`src/rtl/tl_pkg.sv`:
```
// Shared types for the intersection controller: FSM states and lamp encodings.
package tl_pkg;

  typedef enum logic [2:0] {
    NS_GREEN  = 3'd0,
    NS_YELLOW = 3'd1,
    RED_A     = 3'd2,
    EW_GREEN  = 3'd3,
    EW_YELLOW = 3'd4,
    RED_B     = 3'd5,
    PED_WALK  = 3'd6
  } state_e;

  typedef struct packed {
    logic red;
    logic yellow;
    logic green;
  } lamp_t;

  typedef struct packed {
    lamp_t ns;
    lamp_t ew;
    logic  walk;
  } lamps_t;

  localparam lamp_t LAMP_RED    = lamp_t'(3'b100);
  localparam lamp_t LAMP_YELLOW = lamp_t'(3'b010);
  localparam lamp_t LAMP_GREEN  = lamp_t'(3'b001);

  // Lamp set shown while the FSM sits in state s.
  function automatic lamps_t decode_lamps(input state_e s);
    lamps_t l;
    l.ns   = LAMP_RED;
    l.ew   = LAMP_RED;
    l.walk = 1'b0;
    case (s)
      NS_GREEN:  l.ns   = LAMP_GREEN;
      NS_YELLOW: l.ns   = LAMP_YELLOW;
      EW_GREEN:  l.ew   = LAMP_GREEN;
      EW_YELLOW: l.ew   = LAMP_YELLOW;
      PED_WALK:  l.walk = 1'b1;
      default:   ;
    endcase
    return l;
  endfunction

endpackage

```
`src/rtl/phase_timer.sv`:
```
// Loadable down-counter that times each phase; zero_c marks the last cycle.
module phase_timer #(
  parameter int unsigned CNT_W = 5
) (
  input  logic             clk,
  input  logic             load,
  input  logic [CNT_W-1:0] value,
  output logic [CNT_W-1:0] count,
  output logic             zero_c
);

  logic [CNT_W-1:0] count_q;
  logic [CNT_W-1:0] count_d;

  always_comb begin
    count_d = load ? value : count_q - CNT_W'(1);
  end

  // Reset is applied by the owner forcing a load.
  always_ff @(posedge clk) begin
    count_q <= count_d;
  end

  assign count  = count_q;
  assign zero_c = (count_q == '0);

endmodule

```
`src/rtl/intersection_controller.sv`:
```
// Two-road traffic light sequencer with all-red clearance and latched pedestrian walk.
module intersection_controller
  import tl_pkg::*;
#(
  parameter int unsigned CNT_W    = 5,
  parameter int unsigned GREEN_T  = 20,
  parameter int unsigned YELLOW_T = 4,
  parameter int unsigned RED_T    = 2,
  parameter int unsigned WALK_T   = 10
) (
  input  logic             clk,
  input  logic             rst_n,
  input  logic             ped_req,
  output logic             ns_red,
  output logic             ns_yellow,
  output logic             ns_green,
  output logic             ew_red,
  output logic             ew_yellow,
  output logic             ew_green,
  output logic             walk,
  output logic             ped_ack,
  output logic [CNT_W-1:0] count
);

  state_e           state_q, state_d;
  logic             nxt_ew_q, nxt_ew_d;
  logic             ped_pend_q, ped_pend_d;
  lamps_t           lamps_q, lamps_d;
  logic             illegal_c;
  logic             tmr_load_c;
  logic [CNT_W-1:0] tmr_value_c;
  logic             tmr_zero_c;

  // Countdown load value for a phase: duration minus one.
  function automatic logic [CNT_W-1:0] dur_of(input state_e s);
    case (s)
      NS_GREEN, EW_GREEN:   return CNT_W'(GREEN_T - 1);
      NS_YELLOW, EW_YELLOW: return CNT_W'(YELLOW_T - 1);
      PED_WALK:             return CNT_W'(WALK_T - 1);
      default:              return CNT_W'(RED_T - 1);
    endcase
  endfunction

  always_comb begin
    state_d   = state_q;
    nxt_ew_d  = nxt_ew_q;
    illegal_c = 1'b0;
    case (state_q)
      NS_GREEN:  if (tmr_zero_c) state_d = NS_YELLOW;
      NS_YELLOW: if (tmr_zero_c) state_d = RED_A;
      EW_GREEN:  if (tmr_zero_c) state_d = EW_YELLOW;
      EW_YELLOW: if (tmr_zero_c) state_d = RED_B;
      RED_A: if (tmr_zero_c) begin
        if (ped_pend_q) begin
          state_d  = PED_WALK;
          nxt_ew_d = 1'b1;
        end else begin
          state_d = EW_GREEN;
        end
      end
      RED_B: if (tmr_zero_c) begin
        if (ped_pend_q) begin
          state_d  = PED_WALK;
          nxt_ew_d = 1'b0;
        end else begin
          state_d = NS_GREEN;
        end
      end
      PED_WALK:  if (tmr_zero_c) state_d = nxt_ew_q ? EW_GREEN : NS_GREEN;
      default: begin
        state_d   = RED_B;
        illegal_c = 1'b1;
      end
    endcase

    // Entering the walk clears the request; requests during the walk are dropped.
    if (state_d == PED_WALK) begin
      ped_pend_d = 1'b0;
    end else if (ped_req && (state_q != PED_WALK)) begin
      ped_pend_d = 1'b1;
    end else begin
      ped_pend_d = ped_pend_q;
    end

    lamps_d     = decode_lamps(state_d);
    tmr_load_c  = !rst_n || tmr_zero_c || illegal_c;
    tmr_value_c = !rst_n ? CNT_W'(RED_T - 1) : dur_of(state_d);
  end

  always_ff @(posedge clk) begin
    if (!rst_n) begin
      state_q    <= RED_B;
      nxt_ew_q   <= 1'b0;
      ped_pend_q <= 1'b0;
      lamps_q    <= decode_lamps(RED_B);
    end else begin
      state_q    <= state_d;
      nxt_ew_q   <= nxt_ew_d;
      ped_pend_q <= ped_pend_d;
      lamps_q    <= lamps_d;
    end
  end

  phase_timer #(.CNT_W(CNT_W)) u_timer (
    .clk    (clk),
    .load   (tmr_load_c),
    .value  (tmr_value_c),
    .count  (count),
    .zero_c (tmr_zero_c)
  );

  assign ns_red    = lamps_q.ns.red;
  assign ns_yellow = lamps_q.ns.yellow;
  assign ns_green  = lamps_q.ns.green;
  assign ew_red    = lamps_q.ew.red;
  assign ew_yellow = lamps_q.ew.yellow;
  assign ew_green  = lamps_q.ew.green;
  assign walk      = lamps_q.walk;
  assign ped_ack   = ped_pend_q;

  // Safety properties on the lamp outputs actually driven to the field.
  a_no_conflict: assert property (@(posedge clk) disable iff (!rst_n)
    !((ns_green || ns_yellow) && (ew_green || ew_yellow)));
  a_walk_red: assert property (@(posedge clk) disable iff (!rst_n)
    walk |-> (ns_red && ew_red));
  a_green_after_red: assert property (@(posedge clk) disable iff (!rst_n)
    ($rose(ns_green) || $rose(ew_green)) |-> $past(ns_red && ew_red));

endmodule

```
`config.mk`:
```
export PLATFORM = sky130hd
export DESIGN_NAME = intersection_controller
export DESIGN_NICKNAME = d
export VERILOG_FILES = /design/src/rtl/tl_pkg.sv /design/src/rtl/phase_timer.sv /design/src/rtl/intersection_controller.sv
export SDC_FILE = /design/constraint.sdc
export NUM_CORES = 1
export LEC_CHECK = 0
export CORE_MARGIN = 10
export CORE_UTILIZATION = 55
export CTS_CLUSTER_SIZE = 28
export DETAILED_ROUTE_END_ITERATION = 7
export GPL_TIMING_DRIVEN = 1
export PLACE_DENSITY = 0.82
export SETUP_SLACK_MARGIN = 0.15
export SLEW_MARGIN = 40
export SYNTH_ARGS = -nofsm -noshare
export SYNTH_HDL_FRONTEND = slang
export SYNTH_SLANG_ARGS = --single-unit
```
`constraint.sdc`:
```
create_clock -name clk -period 2.8 [get_ports clk]
set_input_delay 0.28 -clock clk [delete_from_list [all_inputs] [get_ports clk]]
set_output_delay 0.28 -clock clk [all_outputs]
set_load 0.005 [all_outputs]
```
Word level (Yosys, flattened, before mapping) --
Index checks and enable logic that the tools add are counted.
Word-level totals: input port bits 3, word-level logic and storage cells 64, bits in registers 17
Operators by class: muxes and demuxes 23, eq/ne operators 15, bitwise operators 1, add/sub/neg operators 1, reductions and logical operators 13
Operators by type and width (number):
- 3-bit 2-to-1 mux | 9
- 3-bit one-hot mux with 7 select lines | 1
- 3-bit == test (second input constant) | 5
- 5-bit one-hot mux with 3 select lines | 1
- 3-bit one-hot mux with 2 select lines | 2
- 5-bit 2-to-1 mux | 2
- 3-bit by 2-bit == test with 1-bit output (second input constant) | 3
- 2-bit != test (second input constant) | 4
- 7-bit OR reduction | 1
- 3-bit by 1-bit == test with 1-bit output (second input constant) | 2
- 3-bit logical NOT | 2
- 1-bit 2-to-1 mux | 6
- 2-bit OR reduction | 3
- 5-bit logical NOT | 1
- 5-bit AND reduction | 1
- 5-bit by 1-bit subtractor with 5-bit output (second input constant) | 1
- 3-bit != test (second input constant) | 1
- 1-bit logical OR | 2
- 2-bit 2-to-1 mux | 1
- 1-bit one-hot mux with 2 select lines | 1
- 2-bit nonzero test | 1
- 1-bit logical AND | 1
- 1-bit logical NOT | 1
- 1-bit NOT | 1

Longest topological paths before layout --
Gate-level depths: netlist of run 1.
word-level depth 8, depth in mapped cells 8, depth with buffers taken out 6

Cells and area by module --
From an unflattened synthesis of run 1, not the netlist that was laid out.
Second synthesis, totals: cells, all modules 101, area total of the unflattened synthesis 853.3 µm²
By module, submodules not included:
- intersection_controller | area each 624.3 µm², times used 1, cells each 78
- phase_timer | area each 229.0 µm², times used 1, cells each 23

Worst setup path before layout of run 1 --
Ideal clock, no wire load.
path kind reg-to-reg, from reg u_timer.count_q[0] (netlist: u_timer.count[0]), to reg lamps_q, in the netlist ns_red, library setup time 120 ps, cell stages (with the launch flop) 8, setup slack 995 ps, required time 2680 ps, buffers on the path 1, data arrival time 1685 ps, path through dfxtp_1 > inv_1 > ha_1 > or4b_1 > buf_6 > o311ai_2 > o21ai_2 > or2_1
Between the ends: word-level cells in the longest chain between the ends 5, elaborated cells between the ends (all ways) 12, those cells by class eq/ne (1); mux (9); reduce/logical (2)
Ends and longest elaborated chain:
- from (decl) | line phase_timer.sv:12 | logic [CNT_W-1:0] count_q;
- from (signal assigned) | line phase_timer.sv:21 | count_q <= count_d;
- 5-bit logical NOT * | line phase_timer.sv:25 | assign zero_c = (count_q == '0);
- 3-bit 2-to-1 mux (tied with other cells) | line intersection_controller.sv:69 | PED_WALK: if (tmr_zero_c) state_d = nxt_ew_q ? EW_GREEN : NS_GREEN;
- 3-bit one-hot mux with 7 select lines * | line intersection_controller.sv:48 | case (state_q)
- 3-bit by 1-bit == test with 1-bit output or 3-bit logical NOT (tied branches) | line tl_pkg.sv:36 | case (s)
- 3-bit one-hot mux with 2 select lines * | line tl_pkg.sv:36
- to (signal assigned) | line intersection_controller.sv:95 | lamps_q <= decode_lamps(RED_B);
- to (signal assigned) | line intersection_controller.sv:100 | lamps_q <= lamps_d;
- to (decl) | line intersection_controller.sv:28 | lamps_t lamps_q, lamps_d;
Mark *: on every way between the ends. The rest lies on a longest branch, timed or not. A chain may end at the register's enable or synchronous reset.

Worst setup path after layout of run 1 --
Ends and elaborated chain as after synthesis.

==> results of run 1 <==
==> critical path, stage by stage (launching register included) <==
cell and delay [ps]:
dfxtp_1 350, inv_1 90, ha_1 160, or4b_1 740
o311ai_2 380, o21ai_2 140, or2_1 240
==> Yosys cell counts, drive strengths merged <==
library cell / number
a211o: 1
o21a: 1
dfxtp: 17
inv: 7
a211oi: 3
or2: 1
o21ai: 11
ha: 2
nand3: 3
o22a: 1
and3b: 1
o31ai: 1
nor2: 3
nor2b: 2
o221ai: 1
nor4b: 1
a22oi: 1
xor2: 1
a311oi: 1
nor3b: 1
nand3b: 1
buf: 3
and3: 4
a21oi: 4
nand2b: 2
a2111oi: 1
a31oi: 3
a221oi: 1
nor4: 1
or4b: 1
o221a: 1
nor3: 7
a21boi: 1
clkbuf: 6
o311ai: 1
nand2: 6
o22ai: 3
xnor2: 3
==> per-stage QoR <==
| step | util (%) | hold slack (ps) | instance area, µm² | std cells |
|---|---|---|---|---|
| floorplan | - | 398 | 977 | 109 |
| global placement | 64.7 | 394 | 1100 | 140 |
| detailed placement | 64.7 | 414 | 1100 | 140 |
| CTS | 66.2 | 438 | 1130 | 144 |
| global route | 66.2 | 457 | 1130 | 144 |
| finish | 66.2 | 438 | 1130 | 144 |
==> path summary, 6_finish.rpt <==
check	from	end	slack (ps)	cells after the start
hold reg to reg	u_timer.count[0]	u_timer.count[0]	440	1
setup reg to reg	u_timer.count[0]	ns_red	590	6
setup / recovery	u_timer.count[0]	ns_red	590	6
hold / removal	u_timer.count[0]	u_timer.count[0]	440	1
==> per-layer routing <==
layer | vias to the layer above | part of all wire (%) | global-route usage [%]
met5 | - | 0 | 0
li1 | 419 | - | -
met4 | 0 | 2.3 | 5.43
met1 | 398 | 44 | 12.8
met3 | 7 | 8.4 | 3.76
met2 | 35 | 45 | 17.1
==> placed cells by master (no fill, tap or decap), types with 2 or more instances in the layout <==
cell	count
a211oi_1	3
a21oi_1	4
a31oi_1	3
and3_1	3
clkbuf_4	3
clkdlybuf4s50_1	15
dfxtp_1	17
ha_1	2
inv_1	7
nand2_1	6
nand2b_1	2
nand3_1	3
nor2_1	3
nor2b_1	2
nor3_1	5
nor3_2	2
o21ai_0	9
o22ai_1	3
xnor2_1	3
==> registers in the layout, summed over array words and instances, names as in the netlist <==
register,cells
ns_green,1
ped_ack,1
ns_red,1
walk,1
ns_yellow,1
nxt_ew_q,1
ew_yellow,1
ew_green,1
state_q,3
ew_red,1
u_timer.count,5
==> kinds of logic (layout without fill, tap and decap cells) <==
group           Yosys count  in the layout  share of synthesized area [%]
compound gates           36             36                           28.4
xor+xnor                  4              4                           3.59
fa+ha+maj                 2              2                           2.56
buf+inv                  16             26                           8.19
flops                    17             17                           34.8
simple gates             34             34                           22.4
==> power by group <==
group	switching [mW]	leakage, nW	internal (mW)
Combinational	0.201	0.276	0.221
Sequential	0.0854	0.139	0.295
Clock	0.0820	0.0150	0.0556
==> final cells by class <==
type | count | area [µm²]
fillers | 134 | 577
multi-input cells | 76 | 557
flip-flops and latches | 17 | 340
repair buffers | 15 | 150
well taps | 25 | 31.3
clock buffers | 4 | 26.3
inverters | 7 | 26.3
==> flow_summary.toml, run 1 <==
[status]
outcome = "complete, no violations"

[clock_tree]
post_cts_buffers = 0
clk_latency_ps = 300
clockBufferDepth = 2
cts_hold_buf = 0
cts_made_buffers = 3
root_buffer = "clkbuf_4"
htree_levels = 1
clk_pin_slew_worst_paths_ps = 110
ctsResizeCount = 0
cts.sinks = 17
cts_tree = "built"

[detailed_routing]
via_per_inst = 5.97
detail_route.wl_per_cell_um = 15.3
drt_iter0_drc = 46
ant_nets = 0
drtPass1Iterations = 5
remaining_drc_errors = 0
num_vias = 859
wirelength_um = 2200

[synthesis]
ys_seq_area_share_pct = 34.8
synth_top_area_share_pct = 34.8
yosys-top-cells-area = "dfxtp_1, o21ai_0, inv_1"
syn-cell-area_um2 = 977
synth_top_cell_by_area = "dfxtp_1"
syn_inst = 109
synthesis.nets = 114
avgSynthCellArea_um2 = 8.97
ys.warnings.count = 0
yosysUniqueCellTypes = 44
ys_ff_latch = 17

[sta]
hold_viol_final = 0
max_freq_ghz = 0.452
skew_ps = 11.6
finalMaxSlewViolations = 0
period_share_pct = 79.1
setup_viol = 0
relSlewSlack_pct = 60.3
period_minus_slack_ps = 2210
worst_pin_slew_ps = 593
fin_setup_tns_ps = 0
worst_slack_ps = 587
rsz0062_at_grt = "no"

[floorplan]
io_pins = 16
die_area_mm2 = 0.00386
die_w_um = 62.2
floorplan.core_area_mm2 = 0.00171
die_y_um = 62.2
row_count = 15
start_util_pct = 57.2

[final_layout]
areaGrowthSynthToFinish_pct = 15.7
fin_nets = 125
diodes = 0
drive_gt1_share_pct = 11.8

[run]
max-cap-violations = 0

[critical_path]
cp-end-kind = "flop"
path_class = "reg2reg"
crit_path_start_kind = "flop"
crit_required_ps = 2990
cp.arrival_ps = 2400
cp_max_fo = 17

[global_route]
antenna_found_initial = 0
first_global_vias = 786
grt_pass1_wl_um = 3580
globalRouteOverflowTotal = 0
grt_max_degree = 19
grt_usage_pct = 10.9

[placement]
pre_cts_slack_ps = 627
post-dp-hpwl_um = 1590
place_congestion = 0.836
io_buffers = 15

[power_and_ir_drop]
p_leak_nw = 0.430
ir_worst_vdd_mv = 0.394
report.power.total_uw = 939
power.density_mw_per_mm2 = 831

[hold_path]
hp-class = "reg2reg"
No activity file was read; power rests on OpenSTA's default activity.
==> run 2: changes to the inputs <==
--- a/config.mk
+++ b/config.mk
@@ -6,11 +6,11 @@
 export NUM_CORES = 1
 export LEC_CHECK = 0
 export CORE_MARGIN = 10
-export CORE_UTILIZATION = 55
+export CORE_UTILIZATION = 46
 export CTS_CLUSTER_SIZE = 28
 export DETAILED_ROUTE_END_ITERATION = 7
 export GPL_TIMING_DRIVEN = 1
-export PLACE_DENSITY = 0.82
+export PLACE_DENSITY = 0.73
 export SETUP_SLACK_MARGIN = 0.15
 export SLEW_MARGIN = 40
 export SYNTH_ARGS = -nofsm -noshare
==> constraint.sdc (replaced) <==
create_clock -name clk -period 1.8 [get_ports clk]
set_input_delay 0.18 -clock clk [delete_from_list [all_inputs] [get_ports clk]]
set_output_delay 0.18 -clock clk [all_outputs]
set_load 0.005 [all_outputs]
==> flow_summary.toml, run 2 (synthesized netlist as in run 1, its figures left out) <==
[critical_path]
crit_family = "simple AND/OR/NAND/NOR gates"
crit_required_ps = 1980
crit_path_start_kind = "flop"
cp.arrival_ps = 1980
path_class = "reg2reg"
cp-end-kind = "flop"
slowest_delay_ps = 540
path_cells = "inv_2 > ha_4 > or4b_4 > o311ai_4 > o21ai_2 > or2_1"
worst-path-buf-inv = 1
cp_slowest_cell = "or4b_4"
r2r_slack_ps = 2
cp_max_fo = 6

[sta]
max_freq_ghz = 0.556
hold_viol_final = 0
whs_ps = 521
setup_viol = 0
period_share_pct = 99.9
skew_ps = 1.44
fin_setup_tns_ps = 0
rsz0062_at_grt = "yes"
worst_slack_ps = 2.21
worst_pin_slew_ps = 399
finalMaxSlewViolations = 0
period_minus_slack_ps = 1800
relSlewSlack_pct = 73.4

[placement]
placed_cells = 155
place_congestion = 0.833
postPlaceCellArea_mm2 = 0.00124
pre_cts_slack_ps = 6.43
io_buffers = 15
post-dp-hpwl_um = 1820

[floorplan]
row_count = 16
io_pins = 16
die_y_um = 66.1
start_util_pct = 49.3
die_w_um = 66.1
floorplan.core_area_mm2 = 0.00198
die_area_mm2 = 0.00437

[final_layout]
final_cell_area_mm2 = 0.00142
drive_gt1_share_pct = 38.7
areaGrowthSynthToFinish_pct = 45.2
fin_nets = 148
fillers = 121
diodes = 0
utilization_pct = 71.6
largest_reg_flops = 5
fin_cells = 169
final_cell_mix = "buf_4, clkdlybuf4s50_1, dfxtp_1, o21ai_0, nand2_1"
final_common_cell = "buf_4"

[detailed_routing]
drtPass1Iterations = 4
drt_iter0_drc = 30
wirelength_um = 2820
detail_route.wl_per_cell_um = 16.7
ant_nets = 0
num_vias = 988
via_per_inst = 5.85
remaining_drc_errors = 0

[hold_path]
hp-class = "in2reg"

[global_route]
grt_max_degree = 15
globalRouteOverflowTotal = 0
grt_pass1_wl_um = 4170
first_global_vias = 923
antenna_found_initial = 0
grt_usage_pct = 11.9

[power_and_ir_drop]
p_leak_nw = 0.555
power.density_mw_per_mm2 = 1320
report.power.total_mw = 1.88
ir_worst_vdd_mv = 0.835

[clock_tree]
cts.sinks = 17
htree_levels = 1
cts_tree = "built"
clk_latency_ps = 290
root_buffer = "clkbuf_4"
cts_made_buffers = 3
clockBufferDepth = 2
clk_pin_slew_worst_paths_ps = 100

[run]
max-cap-violations = 0

[status]
outcome = "complete, no violations"
==> run 2: changes by cell type in the layout (fill, tap and decap cells not counted), sizes merged <==
cell and change:
buf +22, or4b +1
==> run 2: worst paths after layout <==
check	from	endpoint	cells after the start
worst max-delay path	u_timer.count[1]	ns_red	6
worst min register to register	u_timer.count[0]	u_timer.count[0]	2
worst min-delay path	ped_req	ped_ack	3
worst max register to register	u_timer.count[1]	ns_red	6
==> run 2: worst min-delay path: stages <==
cell and delay [ps]:
clkdlybuf4s50_1 400, a21oi_1 140, nor4_1 50
==> run 2: cell type report <==
class | count | area (µm²) | share of cell area [%]
sequential | 17 | 344 | 24.3
timing repair buffer | 37 | 327 | 23.0
tap | 27 | 33.8 | 2.38
clock buffer | 4 | 26.3 | 1.85
inverter | 7 | 26.3 | 1.85
multi-input combinational | 77 | 662 | 46.6
==> run 2: timing repair <==
item | 4_1_cts | 5_1_grt
setup endpoints to repair | 9 | 12
endpoints found under the hold margin | 0 | 0
buffers inserted | 6 | 3
hold buffers | 0 | 0
gates resized for setup | 4 | 12
pin swaps | 4 | 4
gates cloned | 1 | 0
==> run 2: where the power goes <==
| group | switching (mW) | leakage [nW] | internal [mW] |
|---|---|---|---|
| sequential | 0.0747 | 0.140 | 0.463 |
| combinational | 0.536 | 0.400 | 0.600 |
| clock | 0.117 | 0.0150 | 0.0861 |
==> run 2: metal layers <==
| metal | vias up | GRT usage [%] | routed length (µm) |
|---|---|---|---|
| met3 | 8 | 2.88 | 186 |
| met5 | - | 0 | 0 |
| met1 | 479 | 13.9 | 1240 |
| li1 | 470 | - | - |
| met4 | 0 | 3.40 | 52 |
| met2 | 31 | 20.8 | 1340 |
==> run 3: changes to the inputs <==
--- a/config.mk
+++ b/config.mk
@@ -5,6 +5,7 @@
 export SDC_FILE = /design/constraint.sdc
 export NUM_CORES = 1
 export LEC_CHECK = 0
+export CAP_MARGIN = 20
 export CORE_MARGIN = 10
 export CORE_UTILIZATION = 46
 export CTS_CLUSTER_SIZE = 28
@@ -12,6 +13,7 @@
 export GPL_TIMING_DRIVEN = 1
 export PLACE_DENSITY = 0.73
 export SETUP_SLACK_MARGIN = 0.15
+export SKIP_LAST_GASP = 1
 export SLEW_MARGIN = 40
 export SYNTH_ARGS = -nofsm -noshare
 export SYNTH_HDL_FRONTEND = slang
==> flow_summary.toml, run 3 (synthesized netlist as in run 1, its figures left out) <==
[detailed_routing]
via_per_inst = 5.75
drtPass1Iterations = 4
remaining_drc_errors = 0
ant_nets = 0
wirelength_um = 2690
num_vias = 972
drt_iter0_drc = 43
detail_route.wl_per_cell_um = 15.9

[clock_tree]
cts_hold_buf = 0
cts_made_buffers = 3
clk_pin_slew_worst_paths_ps = 100
cts_tree = "built"
clockBufferDepth = 2
root_buffer = "clkbuf_4"
cts.sinks = 17
clk_latency_ps = 280
htree_levels = 1

[critical_path]
r2r_slack_ps = 7
r2r_cells = 6
path_class = "reg2reg"
worstSetupStartpoint = "u_timer.count[1]"
cp-end-kind = "flop"
critPathCapture = "ns_red"
cp_max_fo = 6
crit_path_start_kind = "flop"
timing.rr.end = "ns_red"
cp.arrival_ps = 1970
r2r_start = "u_timer.count[1]"
crit_required_ps = 1980

[global_route]
grt_pass1_wl_um = 4170
antenna_found_initial = 0
grt_usage_pct = 11.9
first_global_vias = 923
grt_max_degree = 15
globalRouteOverflowTotal = 0

[power_and_ir_drop]
pwr-share-clk_pct = 11.0
p_comb_share_pct = 60.1
p_leak_nw = 0.553
seq_power_share_pct = 28.9
power.density_mw_per_mm2 = 1310
ir_worst_vdd_mv = 0.846
internal_power_mw = 1.14
report.power.total_mw = 1.85
p_switching_uw = 710
swShare_pct = 38.4

[sta]
rsz0062_at_grt = "yes"
setup_viol = 0
max_freq_ghz = 0.558
worst_slack_ps = 6.83
relSlewSlack_pct = 72.2
finalMaxSlewViolations = 0
fin_setup_tns_ps = 0
hold_viol_final = 0
worst_pin_slew_ps = 416
skew_ps = 5.63
period_minus_slack_ps = 1790
period_share_pct = 99.6

[final_layout]
areaGrowthSynthToFinish_pct = 43.9
final_cell_area_mm2 = 0.00141
fin_nets = 148
drive_gt1_share_pct = 37.3
final_cell_mix = "buf_4, clkdlybuf4s50_1, dfxtp_1, o21ai_0, nand2_1"
final_common_cell = "buf_4"
largest_reg_flops = 5
utilization_pct = 71.0
diodes = 0

[floorplan]
io_pins = 16
die_y_um = 66.1
row_count = 16
floorplan.core_area_mm2 = 0.00198
die_area_mm2 = 0.00437
start_util_pct = 49.3
die_w_um = 66.1

[run]
max-cap-violations = 0

[placement]
pre_cts_slack_ps = 6.43
io_buffers = 15
post-dp-hpwl_um = 1820
postPlaceCellArea_mm2 = 0.00124
place_congestion = 0.833

[status]
outcome = "complete, no violations"

[hold_path]
hp-class = "in2reg"
[run 3: cell types whose count changed in the layout (fill, tap and decap cells not counted)]
cell / delta
a21oi_1: +1
buf_4: +1
a21oi_2: -1
o31ai_1: +1
buf_6: -1
o31ai_2: -1
[run 3: area by class of cell]
type	instances	area [µm²]
multi-input cells	77	653
flip-flops and latches	17	344
inverters	7	26.3
repair buffers	37	323
well taps	27	33.8
clock buffers	4	26.3
fillers	124	576
[run 3: power by group through the flow]
stage | logic, mW | clock network, mW | registers, mW
detailed placement | 0.895 | 0 | 0.531
finish | 1.11 | 0.202 | 0.534
global placement | 0.872 | 0 | 0.527
floorplan | 0.553 | 0 | 0.550
CTS | 1.01 | 0.203 | 0.532
global route | 1.18 | 0.214 | 0.544
[run 3: per-stage QoR]
| step | hold WS (ps) | cells |
|---|---|---|
| 2_1_floorplan | 378 | 109 |
| 3_3_place_gp | 502 | 155 |
| 3_5_place_dp | 530 | 155 |
| 4_1_cts | 543 | 166 |
| 5_1_grt | 551 | 169 |
| 6_report | 526 | 169 |
[run 3: worst min-delay path by stage]
| stage | from | endpoint | slack [ps] | cells past startpoint |
|---|---|---|---|---|
| finish | ped_req | ped_ack | 530 | 3 |
| detailed placement | u_timer.count[0] | u_timer.count[0] | 530 | 2 |
| global placement | u_timer.count[0] | u_timer.count[0] | 500 | 2 |
| CTS | u_timer.count[0] | u_timer.count[0] | 540 | 2 |
| global route | u_timer.count[0] | u_timer.count[0] | 550 | 2 |
| floorplan | ped_req | ped_ack | 380 | 2 |
[run 3: critical path: stages, from the launching register on]
cell and delay [ps]:
dfxtp_2 340, inv_2 80, ha_4 140, or4b_4 530, o311ai_4 250, o21ai_2 130
or2_1 220
[run 3: timing repair]
| item | CTS | global route |
|---|---|---|
| setup buffers | 6 | 3 |
| pin swaps | 4 | 3 |
| endpoints found under the setup margin | 9 | 12 |
| cloned | 1 | 0 |
| resized for setup | 4 | 9 |
[run 3: metal layers]
layer  part of all wire [%]  track usage, %  wire [µm]  vias up
li1                       -               -          -      468
met1                     44            13.9       1180      473
met5                      0               0          0        -
met4                   0.71            3.40         19        0
met3                    6.1            2.88        163        4
met2                     49            20.8       1320       27
